===== config.mk =====
export PLATFORM = sky130hd
export DESIGN_NAME = tap_bram_arbiter
export DESIGN_NICKNAME = d
export VERILOG_FILES = /design/src/rtl/tap_bram_arbiter.sv
export SDC_FILE = /design/constraint.sdc
export NUM_CORES = 1
export LEC_CHECK = 0
export ABC_AREA = 1
export BUFFER_PORTS_ARGS = -buffer_cell sky130_fd_sc_hd__buf_4
export CORE_AREA = 2 2 95 97
export DETAILED_ROUTE_END_ITERATION = 16
export DIE_AREA = 0 0 97 99
export HOLD_SLACK_MARGIN = 0.06
export PLACE_DENSITY_LB_ADDON = 0.05
export SYNTH_ARGS = -nofsm -noshare
export SYNTH_HDL_FRONTEND = slang
export SYNTH_SLANG_ARGS = --single-unit

===== constraint.sdc =====
create_clock -name aclk -period 1.4 [get_ports aclk]
set_input_delay 0.28 -clock aclk [delete_from_list [all_inputs] [get_ports aclk]]
set_output_delay 0.28 -clock aclk [all_outputs]
set_load 0.05 [all_outputs]

===== src/rtl/tap_bram_arbiter.sv =====
// Single-port tap BRAM arbiter between the AXI-Lite side and the FIR core.
// Build option TAP_ARB_RR_EN: round-robin core-vs-AXI policy instead of core-while-busy priority.
module tap_bram_arbiter #(
  parameter int pDATA_WIDTH   = 32,
  parameter int TAP_NUM_WIDTH = 10
) (
  input  logic                       aclk,
  input  logic                       areset,
  // AXI side
  input  logic                       in_axi_rd_req,
  input  logic                       in_axi_wr_req,
  input  logic [TAP_NUM_WIDTH-1:0]   in_axi_A,
  input  logic [pDATA_WIDTH-1:0]     in_axi_Di,
  input  logic [pDATA_WIDTH/8-1:0]   in_axi_WE,
  input  logic                       in_axi_rready,
  output logic                       out_arbit_arready,
  output logic                       out_arbit_awready,
  output logic                       out_arbit_wready,
  output logic                       out_arbit_rvalid,
  output logic [pDATA_WIDTH-1:0]     out_axi_rdata,
  // core side
  input  logic                       in_core_req,
  input  logic [TAP_NUM_WIDTH-1:0]   in_core_A,
  input  logic                       in_core_busy,
  output logic                       out_core_gnt,
  output logic                       out_core_rvalid,
  output logic [pDATA_WIDTH-1:0]     out_core_Do,
  // tap BRAM port
  output logic                       out_tap_EN,
  output logic [TAP_NUM_WIDTH-1:0]   out_tap_A,
  output logic [pDATA_WIDTH/8-1:0]   out_tap_WE,
  output logic [pDATA_WIDTH-1:0]     out_tap_Di,
  input  logic [pDATA_WIDTH-1:0]     in_tap_Do
);

  logic                     rd_inflight_q, rd_inflight_d;
  logic                     rvalid_q, rvalid_d;
  logic [pDATA_WIDTH-1:0]   rdata_q, rdata_d;
  logic                     core_rvalid_q, core_rvalid_d;
  logic                     last_core_q, last_core_d;
  logic [TAP_NUM_WIDTH-1:0] a_q, a_d;
  logic [pDATA_WIDTH-1:0]   di_q, di_d;

  logic rd_ok, wr_ok, axi_ok, core_both, core_pick;
  logic core_win, wr_win, rd_win, any_win;

  // Grant decision for the current cycle
  always_comb begin
    rd_ok  = in_axi_rd_req && !rvalid_q && !rd_inflight_q;
    wr_ok  = in_axi_wr_req && !in_core_busy;
    axi_ok = rd_ok || wr_ok;
`ifdef TAP_ARB_RR_EN
    core_both = !last_core_q;
`else
    core_both = in_core_busy;
`endif
    core_pick = in_core_req && (!axi_ok || core_both);
    core_win  = !areset && core_pick;
    wr_win    = !areset && !core_pick && wr_ok;
    rd_win    = !areset && !core_pick && !wr_ok && rd_ok;
    any_win   = core_win || wr_win || rd_win;
  end

  always_comb begin
    out_tap_EN = any_win;
    out_tap_A  = core_win ? in_core_A : (any_win ? in_axi_A : a_q);
    out_tap_WE = wr_win ? in_axi_WE : '0;
    out_tap_Di = wr_win ? in_axi_Di : di_q;
  end

  always_comb begin
    a_d           = out_tap_A;
    di_d          = out_tap_Di;
    last_core_d   = any_win ? core_win : last_core_q;
    core_rvalid_d = core_win;
    rd_inflight_d = rd_win;
    // BRAM data for an AXI read appears one cycle after the grant
    rdata_d       = rd_inflight_q ? in_tap_Do : rdata_q;
    rvalid_d      = rd_inflight_q || (rvalid_q && !in_axi_rready);
  end

  always_ff @(posedge aclk) begin
    if (areset) begin
      rd_inflight_q <= 1'b0;
      rvalid_q      <= 1'b0;
      rdata_q       <= '0;
      core_rvalid_q <= 1'b0;
      last_core_q   <= 1'b0;
    end else begin
      rd_inflight_q <= rd_inflight_d;
      rvalid_q      <= rvalid_d;
      rdata_q       <= rdata_d;
      core_rvalid_q <= core_rvalid_d;
      last_core_q   <= last_core_d;
    end
  end

  // Address/data hold registers only move on a grant, which reset already suppresses
  always_ff @(posedge aclk) begin
    a_q  <= a_d;
    di_q <= di_d;
  end

  assign out_arbit_arready = rd_win;
  assign out_arbit_awready = wr_win;
  assign out_arbit_wready  = wr_win;
  assign out_arbit_rvalid  = rvalid_q;
  assign out_axi_rdata     = rdata_q;
  assign out_core_gnt      = core_win;
  assign out_core_rvalid   = core_rvalid_q;
  assign out_core_Do       = in_tap_Do;

endmodule


==> out/results.ini <==
[hold_path]
holdPathEnd = out_axi_rdata[20]
holdPathStages = 3
min_from = in_tap_Do[20]
hold_path.class = in -> reg

[drt]
dr_total_vias = 3366
wl_per_cell_um = 14.1
viasPerCell = 4.60
drtIter0Drc = 46
postRouteAntennaNets = 0
drt_wl_total_um = 10300
first_pass_iters = 4
drc = 0

[global_routing]
grt_overflow = 0
grt_pass1_vias = 3294
grt_usage = 0.205
grt_max_degree = 33
grt_pass1_wl_um = 15900
antenna_found_initial = 0

[cts]
cts_root_buf = clkbuf_8
postCtsHoldBufs = 0
h-tree-depth = 3
cts.sinks = 77
clk_latency_ps = 340
cts_buffers = 9
cts_tree = yes
path_clk_slew_ps = 90
clock_path_buffers = 2

[placement]
dp_hpwl_um = 7370
portBuffers = 211
gp_congestion = 0.835
placed_cells = 700

[power_and_ir_drop]
power_density_mw_per_mm2 = 1240
ir_worst_vdd_mv = 0.938
cellLeakagePower_nw = 3.13

[setup_path]
r2r_slack_ps = -400
cp-start-kind = register
rr_endpoint = a_q[8]
cp_data_required_time_ps = 1120
endpoint_kind = output pin
cp.arrival_ps = 1870
crit_fanout = 7
reg2reg_depth = 12
critical_path_class = reg -> out
r2r_start = rd_inflight_q

[outcome]
status = finished with violations
violations = negative setup slack

[timing]
hold_viol_final = 0
setup_tns_ps = -36440
skew_ps = 11.7
tightest_slew_ps = 330
timing.final.ws_setup_ps = -754
worst_hold_slack_ps = 167
slew_headroom = 0.780
timing.fmax_ghz = 0.464
fin_crit_sh = 1.54
fin_crit_ps = 2150
drv_slew = 0
rsz0062_at_grt = true
finalSetupViolCount = 79

[finish]
mostFrequentLayoutCell = buf_4
nets = 714
area.growth.synth_to_final_pct = 122
layout_common_cells = buf_4 (205), dfxtp_1 (75), nor2_1 (66)
drive_gt1_frac = 0.649
antenna_cells = 0
instances_no_fill = 732

[synthesis]
synth-seq-cells = 77
yosys-top-cells-area = dfxtp_1 (50%), nand2_1 (15%), nor2_1 (8.8%), buf_4 (8.5%), o21ai_0 (5.2%)
ys_warn_count = 0
synth_cells = 405
avgSynthCellArea_um2 = 7.61
syn_area_mm2 = 0.00308
synth.yosys.seq_area_share = 0.500
synth_top_area_frac = 0.500
synth_cell_types = 24
yosysTopAreaCell = dfxtp_1
synth_nets = 500

[floorplan]
core_area_mm2 = 0.00855
die-area_mm2 = 0.00960
io_pins = 212
dieWidth_um = 97
die_y_um = 99
std_cell_rows = 34
start_util = 0.360

[run]
max_cap_viol_count = 0

[power breakdown]
part,switching [mW],internal [mW],leakage [nW]
Clock,0.853,1.07,0.118
Combinational,2.37,1.48,2.38
Sequential,0.193,2.51,0.640
[layer usage]
metal | track usage | up-vias | wire, µm | part of all wire
li1 | - | 1648 | - | -
met1 | 0.221 | 1576 | 3740 | 0.36
met2 | 0.392 | 136 | 5730 | 0.55
met3 | 0.0667 | 6 | 818 | 0.079
met4 | 0.0423 | 0 | 64 | 0.0062
met5 | 0 | - | 0 | 0
[layout make-up]
type | count | area [µm²]
clock inverters | 6 | 92.6
repair buffers | 254 | 2300
flip-flops and latches | 77 | 1550
multi-input cells | 257 | 2520
fillers | 529 | 1710
well taps | 108 | 135
clock buffers | 10 | 138
inverters | 20 | 111
[logic make-up after synthesis]
kind of cell    Yosys count  synth area share
compound gates           34            0.0560
flops                    77             0.500
buf+inv                  71             0.142
simple gates            223             0.302
[flip-flops by register name (all words and copies together) (netlist names)]
name / flops
rd_inflight_q: 1
a_q: 10
di_q: 32
out_axi_rdata: 32
out_arbit_rvalid: 1
out_core_rvalid: 1
[Yosys cell counts, drive strengths merged]
cell / count
a21oi: 1
nand2: 124
inv: 20
nand3: 19
o211ai: 1
nor3: 1
or2: 4
o21ai: 32
clkbuf: 8
buf: 43
dfxtp: 77
nor2: 75
[worst max-delay path by stage]
| stage | start | end | slack [ps] | cells after the start |
|---|---|---|---|---|
| floorplan | out_arbit_rvalid | out_tap_A[3] | -440 | 8 |
| global placement | in_axi_wr_req | out_tap_A[0] | -570 | 11 |
| detailed placement | in_axi_wr_req | out_tap_A[6] | -650 | 11 |
| CTS | out_arbit_rvalid | out_tap_Di[24] | -750 | 9 |
| global route | rd_inflight_q | out_tap_A[8] | -860 | 9 |
| finish | rd_inflight_q | out_tap_A[8] | -750 | 10 |
[metrics by stage]
stage          total power, mW  setup slack (ps)  area (µm²)   util
3_5_place_dp              6.15              -645        6000  0.701
4_1_cts                   8.39              -748        6640  0.777
6_report                  8.48              -754        6840  0.800
3_3_place_gp              6.10              -567        6000  0.701
5_1_grt                   8.84              -862        6840  0.800
2_1_floorplan             5.20              -435        4410      -
[worst max-delay path, stage by stage (launching register included)]
cell and delay [ps]:
dfxtp_2 370, inv_4 50, nand3_4 80, nand2_4 80
buf_12 140, nor2_8 120, inv_4 60, or2_0 220
nand2_1 120, clkinvlp_4 130, buf_8 160
[repair_timing]
action / CTS / global route
hold endpoints to repair: 0 / 0
setup buffers: 10 / 6
pin swaps: 4 / 5
cloned: 1 / 1
resized for setup: 81 / 31
endpoints found under the setup margin: 72 / 93
No activity file was read; power rests on OpenSTA's default activity.
